`src/rtl/ps2_dev_tx.sv`:
```
// Device-side PS/2 transmitter: byte FIFO feeding an 11-bit frame serialiser that honours host inhibit.
// Optional parity-error injection is enabled by defining PS2_DEV_TX_PAR_INJ_EN (adds par_err_i).

module ps2_dev_tx #(
    parameter int unsigned HALF_CYC   = 4,
    parameter int unsigned GAP_CYC    = 16,
    parameter int unsigned FIFO_DEPTH = 4
) (
    input  logic                        clk_i,
    input  logic                        rst_i,
    input  logic                        tx_valid_i,
    input  logic [7:0]                  tx_data_i,
    output logic                        tx_ready_o,
    input  logic                        ps2_clk_i,
    output logic                        ps2_clk_o,
    output logic                        ps2_dat_o,
    output logic                        busy_o,
    output logic                        abort_o,
    output logic [$clog2(FIFO_DEPTH):0] fifo_cnt_o
`ifdef PS2_DEV_TX_PAR_INJ_EN
    ,
    input  logic                        par_err_i
`endif
);

    localparam int unsigned PW   = $clog2(FIFO_DEPTH);
    localparam int unsigned CW   = PW + 1;
    localparam int unsigned TMAX = (HALF_CYC > GAP_CYC) ? HALF_CYC : GAP_CYC;
    localparam int unsigned TW   = $clog2(TMAX + 1);

    typedef enum logic [1:0] {IDLE, HIGH, LOW, GAP} state_t;

    state_t        state, state_nxt;
    logic [TW-1:0] tmr, tmr_nxt;
    logic [TW-1:0] clr_cnt, clr_nxt;
    logic [3:0]    idx, idx_nxt;
    logic          clk_nxt, dat_nxt, busy_nxt;
    logic          clk_meta, clk_s, clk_o_d1, clk_o_d2;
    logic [7:0]    mem [FIFO_DEPTH];
    logic [PW-1:0] wr_ptr, rd_ptr;
    logic [CW-1:0] cnt_nxt;
    logic          push_c, pop_c, abort_c, inhibit_c;
    logic [7:0]    head_c;
    logic [10:0]   frame_c;
    logic          par_inj;

`ifdef PS2_DEV_TX_PAR_INJ_EN
    logic          par_nxt, retry, retry_nxt;
`else
    assign par_inj = 1'b0;
`endif

    // Our own low drive is still visible through the synchroniser for two cycles; mask it.
    assign inhibit_c = ~clk_s & ps2_clk_o & clk_o_d1 & clk_o_d2;

    assign push_c  = tx_valid_i & tx_ready_o;
    assign cnt_nxt = fifo_cnt_o + CW'(push_c) - CW'(pop_c);
    assign head_c  = mem[rd_ptr];
    assign frame_c = {1'b1, (~^head_c) ^ par_inj, head_c, 1'b0};

    // FIFO storage, no reset needed.
    always_ff @(posedge clk_i) begin
        if (push_c) mem[wr_ptr] <= tx_data_i;
    end

    // State, FIFO pointers, synchroniser and registered outputs.
    always_ff @(posedge clk_i or posedge rst_i) begin
        if (rst_i) begin
            state      <= IDLE;
            tmr        <= '0;
            clr_cnt    <= '0;
            idx        <= '0;
            clk_meta   <= 1'b1;
            clk_s      <= 1'b1;
            clk_o_d1   <= 1'b1;
            clk_o_d2   <= 1'b1;
            wr_ptr     <= '0;
            rd_ptr     <= '0;
            fifo_cnt_o <= '0;
            tx_ready_o <= 1'b1;
            ps2_clk_o  <= 1'b1;
            ps2_dat_o  <= 1'b1;
            busy_o     <= 1'b0;
            abort_o    <= 1'b0;
`ifdef PS2_DEV_TX_PAR_INJ_EN
            par_inj    <= 1'b0;
            retry      <= 1'b0;
`endif
        end else begin
            state      <= state_nxt;
            tmr        <= tmr_nxt;
            clr_cnt    <= clr_nxt;
            idx        <= idx_nxt;
            clk_meta   <= ps2_clk_i;
            clk_s      <= clk_meta;
            clk_o_d1   <= ps2_clk_o;
            clk_o_d2   <= clk_o_d1;
            if (push_c) wr_ptr <= wr_ptr + PW'(1);
            if (pop_c)  rd_ptr <= rd_ptr + PW'(1);
            fifo_cnt_o <= cnt_nxt;
            tx_ready_o <= (cnt_nxt != CW'(FIFO_DEPTH));
            ps2_clk_o  <= clk_nxt;
            ps2_dat_o  <= dat_nxt;
            busy_o     <= busy_nxt;
            abort_o    <= abort_c;
`ifdef PS2_DEV_TX_PAR_INJ_EN
            par_inj    <= par_nxt;
            retry      <= retry_nxt;
`endif
        end
    end

    // Next-state and next-output logic.
    always_comb begin
        state_nxt = state;
        tmr_nxt   = tmr + TW'(1);
        clr_nxt   = '0;
        idx_nxt   = idx;
        pop_c     = 1'b0;
        abort_c   = 1'b0;
        clk_nxt   = 1'b1;
        dat_nxt   = 1'b1;
        busy_nxt  = 1'b0;
`ifdef PS2_DEV_TX_PAR_INJ_EN
        par_nxt   = par_inj;
        retry_nxt = retry;
`endif
        case (state)
            IDLE: begin
                tmr_nxt = '0;
                if (!inhibit_c)
                    clr_nxt = (clr_cnt == TW'(HALF_CYC)) ? clr_cnt : clr_cnt + TW'(1);
                if (!inhibit_c && clr_cnt >= TW'(HALF_CYC - 1) && fifo_cnt_o != '0) begin
                    state_nxt = HIGH;
                    idx_nxt   = '0;
`ifdef PS2_DEV_TX_PAR_INJ_EN
                    if (!retry) par_nxt = par_err_i;
`endif
                end
            end
            HIGH: begin
                if (inhibit_c && idx <= 4'd9) begin
                    state_nxt = IDLE;
                    tmr_nxt   = '0;
                    abort_c   = 1'b1;
`ifdef PS2_DEV_TX_PAR_INJ_EN
                    retry_nxt = 1'b1;
`endif
                end else if (tmr == TW'(HALF_CYC - 1)) begin
                    state_nxt = LOW;
                    tmr_nxt   = '0;
                end
            end
            LOW: begin
                if (tmr == TW'(HALF_CYC - 1)) begin
                    tmr_nxt = '0;
                    if (idx == 4'd10) begin
                        state_nxt = GAP;
                        pop_c     = 1'b1;
`ifdef PS2_DEV_TX_PAR_INJ_EN
                        retry_nxt = 1'b0;
`endif
                    end else begin
                        state_nxt = HIGH;
                        idx_nxt   = idx + 4'd1;
                    end
                end
            end
            GAP: begin
                if (tmr == TW'(GAP_CYC - 1)) begin
                    state_nxt = IDLE;
                    tmr_nxt   = '0;
                end
            end
            default: state_nxt = IDLE;
        endcase
        busy_nxt = (state_nxt == HIGH) || (state_nxt == LOW);
        clk_nxt  = (state_nxt != LOW);
        dat_nxt  = busy_nxt ? frame_c[idx_nxt] : 1'b1;
    end

endmodule

```
`config.mk`:
```
export PLATFORM = sky130hd
export DESIGN_NAME = ps2_dev_tx
export DESIGN_NICKNAME = d
export VERILOG_FILES = /design/src/rtl/ps2_dev_tx.sv
export SDC_FILE = /design/constraint.sdc
export NUM_CORES = 1
export LEC_CHECK = 0
export BUFFER_PORTS_ARGS = -buffer_cell sky130_fd_sc_hd__buf_4
export CORE_ASPECT_RATIO = 0.8
export CORE_MARGIN = 3
export CORE_UTILIZATION = 45
export DETAILED_ROUTE_END_ITERATION = 8
export MAX_ROUTING_LAYER = met4
export PLACE_DENSITY = 0.6
export SETUP_SLACK_MARGIN = 0.05
export SKIP_LAST_GASP = 1
export SLEW_MARGIN = 30
export SYNTH_ARGS = -nofsm -noshare
export SYNTH_HDL_FRONTEND = slang
export SYNTH_SLANG_ARGS = --single-unit
```
`constraint.sdc`:
```
create_clock -name clk_i -period 3.9 [get_ports clk_i]
set_input_delay 0.39 -clock clk_i [delete_from_list [all_inputs] [get_ports clk_i]]
set_output_delay 0.39 -clock clk_i [all_outputs]
set_load 0.02 [all_outputs]
```
==> impl_results.md <==
* Full die area at 0.00770 mm^2
* Cell variety after synth at 45
* Detail Placement HPWL at 3.52 mm
* Largest net degree at the start of global routing at 33
* Static leakage at 1.38 nW
* # diodes at 0
* # DRC at 0
* Drt initial violations at 81
* Final Skew at 0.00647 ns
* Delay-heaviest family, CP: adder cells
* Hold Violations, Final at 0
* Top cells by area, synth: edfxtp_1 32%, dfrtp_1 21%, ha_1 6.7%
* Clock-pin slew on the worst setup and hold paths at 0.07 ns
* Layout Nets at 277
* Root Buffer: clkbuf_8
* Share of layout cells above drive strength 1 at 0.233
* Sequential fraction of the synthesis area at 0.589
* Post-DR wirelength/cell at 14.9 um
* Data arrival, critical path at 3.14 ns
* Crit-path cells: ha_1, or4b_4, nor2_1, and3_1, ha_1, inv_1, ha_1, inv_1, fa_1, xnor2_1, xnor2_1, nand3b_1
* Yosys warns at 0
* Leading area contributor after synthesis: edfxtp_1
* Final wirelength at 4.98 mm
* Commonest cells in the synthesized netlist: 32 x edfxtp_1, 25 x dfrtp_1, 17 x inv_1
* Avg Inst Size Synth at 13.5 um^2
* Ports at 20
* Setup bufs post-CTS at 0
* Cts hold-fix bufs at 0
* Synthesis-stage register bit count at 64
* First-pass GRT wire length at 8.76 mm
* Slowest cell delay on critical path at 0.52 ns
* Chip height at 79.1 um
* Number of buffers and inverters on the critical path at 2
* DIE WIDTH at 97.4 um
* Initial core utilization at 0.485
* Maximum clock insertion buffer count at 2
* Tightest Hold Check Type: in2async
* FMAX at 347 MHz
* Post-CTS Resized at 0
* Setup-failing EPs final at 0
* Total number of vias at 1745
* Crit-path max FO at 6
* TritonCTS clock tree: yes
* Drt pass-1 iters at 4
* Power Dens Cells at 529 mW/mm^2
* Area Overhead vs Synth at 13.4%
* FP Rows at 25
* CTS Sinks at 64
* Post-layout min period at 2.88 ns
* CP Class: reg2reg
* Max-slew violation count at 0
* Post-synth ARST share at 0.500
* Multi-input combinational cell area at 0.00115 mm^2
* Count leader, synth: edfxtp_1
* Most used cell, CP: ha_1
* Worst-Margin Slew at 0.617 ns
* RSZ-0062 raised after global routing: false
* Max-cap viol count at 0
* Filler cell count at 529
* Total global routing overflow at 0
* Dominant synthesized flop cell: edfxtp_1
* Required @ worst endpoint at 4.16 ns
* Initial antenna violation count at 0
* DR vias/cell at 5.22
* EDFF count, synth at 32
* Tcrit/Tclk final at 0.739
* Worst-skew pair later-pin latency at 0.33 ns
* Number of global-route vias before repair at 1717
* Outcome: finished clean
* Post-synthesis net count at 251
* CTS Buf Count at 9
* Mapped cell area at 0.00300 mm^2
* Peak supply drop at 0.319 mV
* Antenna viol nets, final at 0
* Worst Setup Start Kind: flip-flop
* Setup TNS at 0 ns
* All-Layer GR Usage at 0.152
* Total design power at 1.80 mW
* Reg area at 0.00177 mm^2
* Relative slew slack at 0.586
* PortBufs at 19
* Worst path slowest cell: or4b_4
* Synth top area share at 0.320
* H-tree Lvls at 3
* Cells after Synth at 222
* Crit path capture type: flip-flop
* GP Congestion at 0.737
* Core Region at 0.00619 mm^2
registers in the layout (all words and copies together), names as in the netlist, 2 cells and up:
signal and count:
fifo_cnt_o 3, clr_cnt 5, wr_ptr 2, tmr 5
state 2, rd_ptr 2, idx 4, mem 32
final cells by class:
| cell class | instances | share of cell area |
|---|---|---|
| clock inverter | 7 | 0.0140 |
| clock buffer | 9 | 0.0364 |
| sequential | 64 | 0.520 |
| multi-input combinational | 136 | 0.337 |
| timing repair buffer | 20 | 0.0441 |
| tap | 81 | 0.0298 |
| inverter | 17 | 0.0187 |
per-stage QoR:
stage	hold WS [ns]	setup WS (ns)	std cells	cell area (um^2)	utilization
floorplan	0.345	1.24	222	3000	-
global placement	0.348	1.10	318	3230	0.522
detailed placement	0.352	1.02	318	3230	0.522
CTS	0.135	0.992	334	3410	0.550
global route	0.126	0.772	334	3410	0.550
finish	0.132	1.02	334	3410	0.550
worst paths after layout:
| kind | slack [ns] | endpoint | cells after the start | from |
|---|---|---|---|---|
| max | 1.02 | tx_ready_o | 12 | tmr[0] |
| min | 0.13 | wr_ptr[1] | 3 | rst_i |
| max reg2reg | 1.02 | tx_ready_o | 12 | tmr[0] |
| min reg2reg | 0.36 | clk_s | 0 | clk_meta |
| max in group asynchronous | 3.43 | ps2_dat_o | 3 | rst_i |
| min in group clk_i | 0.16 | clk_meta | 1 | ps2_clk_i |
cells by family (layout without fill, tap and decap cells):
kind of cell | after synthesis | after routing | share of synthesized area
mux | 13 | 13 | 0.0787
simple gates | 65 | 65 | 0.123
compound gates | 25 | 25 | 0.0608
xor+xnor | 16 | 16 | 0.0466
buf+inv | 22 | 53 | 0.0283
fa+ha+maj | 17 | 17 | 0.0733
flops | 64 | 64 | 0.589
metal layers:
layer / up-vias / wire, um / track usage
met5: - / 0 / -
met4: 0 / 84 / 0.0581
li1: 852 / - / -
met2: 29 / 2000 / 0.190
met3: 9 / 211 / 0.0474
met1: 855 / 2680 / 0.228
cells in the final DEF (no fill, tap or decap), types with 8 or more instances in the layout:
master | Yosys | final
ha_1 | 16 | 16
clkbuf_8 | 0 | 9
mux4_2 | 8 | 8
inv_1 | 17 | 17
buf_4 | 0 | 20
edfxtp_1 | 32 | 32
nand2_1 | 14 | 14
xnor2_1 | 12 | 12
nor2_1 | 12 | 12
dfrtp_1 | 25 | 25
worst reg2reg max path: stages (launching register included):
cell      delay (ns)
dfrtp_1         0.38
ha_1            0.24
or4b_4          0.52
nor2_1          0.13
and3_1          0.24
ha_1            0.25
inv_1           0.06
ha_1            0.13
inv_1           0.05
fa_1            0.38
xnor2_1         0.18
xnor2_1         0.16
nand3b_1        0.10
power by group:
group	internal (mW)	switching (mW)	total, mW
sequential	0.840	0.0770	0.917
clock	0.229	0.261	0.489
combinational	0.180	0.215	0.394
total	1.25	0.553	1.80
Note: power is estimated with default switching activity, not from simulation.
